<file path="config.mk">
export PLATFORM = sky130hd
export DESIGN_NAME = mem_port_arbiter
export DESIGN_NICKNAME = d
export VERILOG_FILES = /design/src/rtl/mem_port_arbiter.sv
export SDC_FILE = /design/constraint.sdc
export NUM_CORES = 1
export LEC_CHECK = 0
export BUFFER_PORTS_ARGS = -buffer_cell sky130_fd_sc_hd__buf_4
export CELL_PAD_IN_SITES_DETAIL_PLACEMENT = 0
export CELL_PAD_IN_SITES_GLOBAL_PLACEMENT = 1
export CORE_AREA = 2 2 109 111
export CTS_CLUSTER_SIZE = 40
export DETAILED_ROUTE_END_ITERATION = 10
export DIE_AREA = 0 0 111 113
export PLACE_DENSITY = 0.75
export SYNTH_ARGS = -nofsm -noshare
export SYNTH_HDL_FRONTEND = slang
export SYNTH_SLANG_ARGS = --single-unit
export TNS_END_PERCENT = 20
</file>
<file path="constraint.sdc">
create_clock -name clk -period 1.71 [get_ports clk]
set_input_delay 0.342 -clock clk [delete_from_list [all_inputs] [get_ports clk]]
set_output_delay 0.342 -clock clk [all_outputs]
set_load 0.005 [all_outputs]
</file>
<file path="src/rtl/mem_port_arbiter.sv">
// mem_port_arbiter: shares one memory port between I-fetch and D load/store with D priority and a starvation limiter
module mem_port_arbiter #(
   parameter int MAX_D_STREAK = 4
) (
   input  logic        clk,
   input  logic        rst,
   input  logic        i_read,
   input  logic [31:0] i_address,
   output logic [31:0] i_rdata,
   output logic        i_resp,
   input  logic        d_read,
   input  logic        d_write,
   input  logic [31:0] d_address,
   input  logic [31:0] d_wdata,
   input  logic [3:0]  d_wmask,
   output logic [31:0] d_rdata,
   output logic        d_resp,
   output logic        mem_read,
   output logic        mem_write,
   output logic [31:0] mem_address,
   output logic [31:0] mem_wdata,
   output logic [3:0]  mem_wmask,
   input  logic [31:0] mem_rdata,
   input  logic        mem_resp,
   output logic        busy
);
   typedef enum logic [1:0] {IDLE, SERVE_I, SERVE_D} state_t;
   localparam logic [3:0] MAX = 4'(MAX_D_STREAK);
   state_t state;
   logic [3:0] streak;
   logic d_pend, i_turn, in_i, in_d;
   assign d_pend = d_read | d_write;
   assign i_turn = i_read & (streak == MAX);
   assign in_i = state == SERVE_I;
   assign in_d = state == SERVE_D;
   // grant decision in IDLE, completion on mem_resp, streak of D grants taken while I waits
   always_ff @(posedge clk or posedge rst)
      if (rst) begin
         state <= IDLE;
         streak <= '0;
      end else if (state == IDLE) begin
         if (d_pend && !i_turn) begin
            state <= SERVE_D;
            streak <= i_read ? streak + 4'(streak != MAX) : '0;
         end else if (i_read) begin
            state <= SERVE_I;
            streak <= '0;
         end else
            streak <= '0;
      end else if (mem_resp)
         state <= IDLE;
   // port steering follows the granted side; data and resp pass straight through
   always_comb begin
      busy = in_i | in_d;
      mem_read = in_i | (in_d & d_read & ~d_write);
      mem_write = in_d & d_write;
      mem_address = in_i ? i_address : in_d ? d_address : '0;
      mem_wdata = in_d ? d_wdata : '0;
      mem_wmask = (in_d & d_write) ? d_wmask : '0;
      i_rdata = in_i ? mem_rdata : '0;
      i_resp = in_i & mem_resp;
      d_rdata = in_d ? mem_rdata : '0;
      d_resp = in_d & mem_resp;
   end
endmodule

</file>
==> impl_metrics.yaml, run 1 <==
detailed_routing:
  vias: 2492
  totalWireLength_mm: 9.94
  drc: 0
  dr.first_iter.drc_count: 74
  vias_per_cell: 4.04
  ant_nets: 0
  wl_per_cell_um: 16.1
  drt_pass1_iterations: 4
timing:
  drv_slew: 0
  rsz0062_at_grt: "true"
  max_freq_mhz: 521
  fin_skew_ps: 0.580
  period_share: 1.12
  period_needed_ps: 1920
  worst_slew_pin_slew_ps: 474
  tns_ps: -16520
  setup_viol: 136
  hold_viol_final: 0
  setup_slack_ps: -208
  slew_headroom: 0.681
logic_synthesis:
  synth_nets: 344
  ys_seq_area_frac: 0.104
  ys.flop_type: "dfrtp_1"
  synth_xor_xnor_area_share: 0
  ys_types: 24
  ys_async_sr_fraction: 1.00
  synth_fa_ha_area_frac: 0.0521
  ys_ff_latch: 6
  yosys_warnings: 0
  synth_top_family_by_area: "simple AND/OR/NAND/NOR gates"
  synthMuxAreaShare: 0.0139
  synth_compound_area_frac: 0.247
  syn_area_mm2: 0.00144
  syn_area_per_cell_um2: 7.21
  syn_inst: 200
  synth-simple-area-share: 0.504
  synth_edf_count: 0
critical_path:
  crit_fanout: 16
  cp-end-kind: "output port"
  criticalPathCategory: "register to output port"
  reg2reg_depth: 8
  critPathRequiredTime_ps: 1370
  arrival_ps: 1580
  reg2reg_slack_ps: 10
  startpoint_type: "register"
  regToRegEndpoint: "streak[3]"
  r2r_start: "streak[0]"
die:
  io_pins: 275
  dieArea_mm2: 0.0125
  fp.dieH_um: 113
  core_area_mm2: 0.0113
  num_rows: 39
  die_x_um: 111
  start_util: 0.128
global_route:
  gr-total-overflow: 0
  grt_use_met2: 0.288
  busiest_layer: "met2"
  grtUsageMet3: 0.0359
  grt_util_met1: 0.157
  grt_pass1_wl_mm: 14.6
  grt_start_max_net_pins: 37
  antenna_found_initial: 0
  grt_pass1_vias: 2524
  grt.total_usage: 0.147
finish:
  syn2layout_area_growth_pct: 174
  n_antenna_cell: 0
  drive_above_1_share: 0.648
  nNetsFinal: 620
  instances_no_fill: 617
clock_network:
  clockBufferDepth: 2
  cts_tree: "done"
  cts_buffers: 3
  cts.sinks: 6
  clock_latency_ps: 230
  h-tree-depth: 1
  clk_pin_slew_worst_paths_ps: 30
  cts_root_buf: "clkbuf_16"
placement:
  dp.final_hpwl_mm: 7.78
  io_buffers: 274
  place_congestion: 0.880
  dp_cells: 605
status:
  status: "finished, violations left"
  violations: "setup timing"
power_and_ir_drop:
  power_density_mw_per_mm2: 1100
  peakVddDrop_mv: 0.431
  power_leakage_nw: 2.19
  total_power_mw: 4.35
run:
  cap_violations: 0
hold_path:
  hold_class: "input pin to async pin"
## Yosys cell counts, drive strengths merged (2+ instances only)
cell type,count,share of area
inv,8,0.021
nand3,2,0.0069
mux2i,2,0.014
nand2,6,0.016
ha,6,0.052
o22ai,2,0.0087
a32o,2,0.014
clkbuf,14,0.036
and2,99,0.43
a22o,32,0.19
dfrtp,6,0.10
buf,6,0.021
and3,4,0.017
## critical path: stages, from the launching register on
cell	delay, ps
dfrtp_1	400
buf_6	130
ha_4	190
nor2b_4	140
buf_12	150
a22o_1	190
buf_4	140
## timing repair
item | CTS | global route
gates resized for setup | 16 | 4
hold endpoints to repair | 0 | 0
setup buffers | 6 | 1
pin swaps | 1 | 1
endpoints found under the setup margin | 137 | 137
gates cloned | 3 | 0
hold buffers | 0 | 0
## worst max-delay path by stage
stage	start	end	slack [ps]	cells past startpoint
CTS	state[1]	mem_address[30]	-200	6
floorplan	streak[0]	streak[3]	20	8
finish	state[1]	mem_address[30]	-210	6
detailed placement	state[0]	mem_address[1]	-650	5
global placement	state[0]	mem_address[1]	-640	5
global route	state[1]	mem_address[27]	-250	6
## state kept, by name, summed over array words and instances (netlist names)
register	flops
streak	4
state	2
## layout make-up
type                       instances  area, µm²
clock buffer                       3       75.1
fill                            1184       7320
inverter                           8       30.0
multi-input combinational        167       1230
sequential                         6        150
tap                              143        179
timing repair buffer             290       2280
## where the power goes
part / internal (mW) / leakage [nW] / total, mW / switching (mW)
Sequential: 0.185 / 0.0794 / 0.222 / 0.0367
Clock: 0.301 / 0.0370 / 0.387 / 0.0859
Combinational: 2.24 / 2.08 / 3.74 / 1.50
Total: 2.73 / 2.19 / 4.35 / 1.63
## kinds of logic (layout without fill, tap and decap cells)
logic type,Yosys count,after routing
compound gates,41,41
fa+ha+maj,6,6
buf+inv,28,301
flops,6,6
mux,2,2
simple gates,117,118
## routing by layer
layer | vias to the layer above | wire length (µm)
li1 | 1226 | -
met1 | 1136 | 3560
met2 | 116 | 5440
met3 | 14 | 748
met4 | 0 | 187
met5 | - | 0
## per-stage QoR
| step | worst slack (ps) | hold WS (ps) | instance area (µm²) | util |
|---|---|---|---|---|
| 2_1_floorplan | 20.4 | 133 | 1440 | - |
| 3_3_place_gp | -636 | 289 | 3660 | 0.325 |
| 3_5_place_dp | -647 | 292 | 3660 | 0.325 |
| 4_1_cts | -199 | 46.4 | 3950 | 0.350 |
| 5_1_grt | -249 | 67.5 | 3950 | 0.351 |
| 6_report | -208 | 46.0 | 3950 | 0.351 |
## cells in the final DEF (no fill, tap or decap), drive strengths merged, types with 2 or more instances in the layout
cell,instances
buf,290
and2,99
a22o,32
inv,8
nand2,6
dfrtp,6
ha,6
and3,4
clkbuf,3
mux2i,2
a32o,2
o22ai,2
nor2b,2
nand3,2
No activity file was read; power rests on OpenSTA's default activity.
==> inputs of run 2 (changes only) <==
Settings changed: CORE_AREA 2 2 109 111 to 4 4 111 113, DIE_AREA 0 0 111 113 to 0 0 115 117.
Clock period 1.71 ns to 1.55 ns, I/O delays scaled along.
==> run 2 against run 1 <==
Net effect:
- the run still ends with setup timing left
- sequential share of layout area about the same
- cell area down 0.22%
- register-to-register slack worse by 80 ps
- non-clock buffer count up 2
- final cell count up 0.16%
- utilization down 0.23 points
==> impl_metrics.yaml, run 2 (synthesized netlist as in run 1, its figures left out) <==
status:
  status: "finished, violations left"
  violations: "setup timing"
finish:
  n_antenna_cell: 0
  drive_above_1_share: 0.661
  final_common_cell: "buf_4"
  fillers: 1183
  instances_no_fill: 618
  largest_reg_flops: 4
  syn2layout_area_growth_pct: 174
  fin_area_mm2: 0.00394
  reg_top3: "streak: 4 flops, state: 2 flops"
  regMostFlops: "streak"
  final_util: 0.348
  layout_common_cells: "buf_4, and2_1, a22o_1, nand2_1, dfrtp_1"
  nNetsFinal: 621
critical_path:
  crit_chain: "buf_4, ha_4, nor2b_4, buf_12, a22o_1, buf_4"
  reg2reg_slack_ps: -70
  crit_fanout: 28
  critPathMostFrequentCell: "buf_4"
  startpoint_type: "register"
  cp-end-kind: "output port"
  criticalPathCategory: "register to output port"
  crit_path_top_delay_cell: "dfrtp_1"
  arrival_ps: 1560
  critPathRequiredTime_ps: 1240
  cp_slowest_stage_delay_ps: 380
die:
  start_util: 0.127
  num_rows: 39
  die_x_um: 115
  dieArea_mm2: 0.0135
  core_area_mm2: 0.0113
  fp.dieH_um: 117
  io_pins: 275
clock_network:
  clk_pin_slew_worst_paths_ps: 30
  clock_latency_ps: 220
  cts.sinks: 6
  hold_buffers: 0
  cts_buffers: 3
  cts_tree: "done"
  h-tree-depth: 1
  clockBufferDepth: 2
  cts_root_buf: "clkbuf_16"
placement:
  place_area_mm2: 0.00375
  place_congestion: 0.740
  dp.final_hpwl_mm: 9.00
  pre_cts_ws_ps: -204
  dp_cells: 613
  io_buffers: 274
timing:
  rsz0062_at_grt: "true"
  setup_slack_ps: -320
  period_share: 1.21
  tns_ps: -24570
  slew_headroom: 0.761
  hold_viol_final: 0
  drv_slew: 0
  period_needed_ps: 1870
  fin_skew_ps: 0.241
  setup_viol: 137
  hold_slack_ps: 14.7
  worst_slew_pin_slew_ps: 355
  max_freq_mhz: 535
run:
  cap_violations: 0
global_route:
  grt_pass1_vias: 2472
  grt_use_met2: 0.241
  grt_util_met1: 0.172
  busiest_layer: "met2"
  grt_pass1_wl_mm: 14.2
  antenna_found_initial: 0
  grt.total_usage: 0.136
  grt_start_max_net_pins: 44
  gr-total-overflow: 0
  grtUsageMet3: 0.0278
detailed_routing:
  wl_per_cell_um: 17.1
  ant_nets: 0
  drc: 0
  totalWireLength_mm: 10.6
  drt_pass1_iterations: 4
  vias: 2527
  vias_per_cell: 4.09
  dr.first_iter.drc_count: 131
power_and_ir_drop:
  power_density_mw_per_mm2: 1160
  peakVddDrop_mv: 0.851
  total_power_mw: 4.59
  power_leakage_nw: 2.19
hold_path:
  hold_class: "input pin to async pin"
## run 2: cell types whose count changed in the layout (fill, tap and decap cells not counted), sizes merged
cell   change
nor2b      -1
buf        +2
## run 2: final cells by class
| cell class | count | area, µm² | area share |
|---|---|---|---|
| repair buffers | 292 | 2250 | 0.571 |
| well taps | 143 | 179 | 0.0454 |
| flip-flops and latches | 6 | 150 | 0.0381 |
| clock buffers | 3 | 75.1 | 0.0190 |
| inverters | 8 | 30.0 | 0.00762 |
| multi-input cells | 166 | 1260 | 0.319 |
## run 2: per-layer routing
metal  part of all wire  wire length, µm
met4              0.011              112
met3               0.10             1080
met1               0.39             4100
met2               0.50             5270
met5                  0                0
## run 2: final timing paths
| kind | start | end | cells past startpoint |
|---|---|---|---|
| hold / removal | rst | streak[2] | 2 |
| setup reg to reg | streak[0] | streak[3] | 8 |
| min in group clk | i_read | state[0] | 2 |
| setup / recovery | state[0] | mem_address[21] | 6 |
| max in group asynchronous | rst | state[1] | 2 |
| hold reg to reg | state[1] | state[1] | 1 |
## run 2: repair_timing
action | 4_1_cts | 5_1_grt
setup buffers | 1 | 0
pin swaps | 4 | 1
resized for setup | 11 | 5
endpoints found under the setup margin | 138 | 138
cloned | 1 | 0
## run 2: critical path: cells and delay by family, from the launching register on
| family | cells | cell delay (ps) |
|---|---|---|
| DFF | 1 | 380 |
| buffers and inverters | 3 | 450 |
| and+or+nand+nor | 1 | 150 |
| AOI/OAI and AO/OA | 1 | 160 |
| adders and majority gates | 1 | 190 |
## run 2: report_power, final
| part | total, mW | switching (mW) | internal (mW) | leakage [nW] |
|---|---|---|---|---|
| Sequential | 0.242 | 0.0372 | 0.204 | 0.0794 |
| Clock | 0.410 | 0.0799 | 0.330 | 0.0370 |
| Combinational | 3.94 | 1.62 | 2.32 | 2.08 |
| Total | 4.59 | 1.73 | 2.86 | 2.19 |
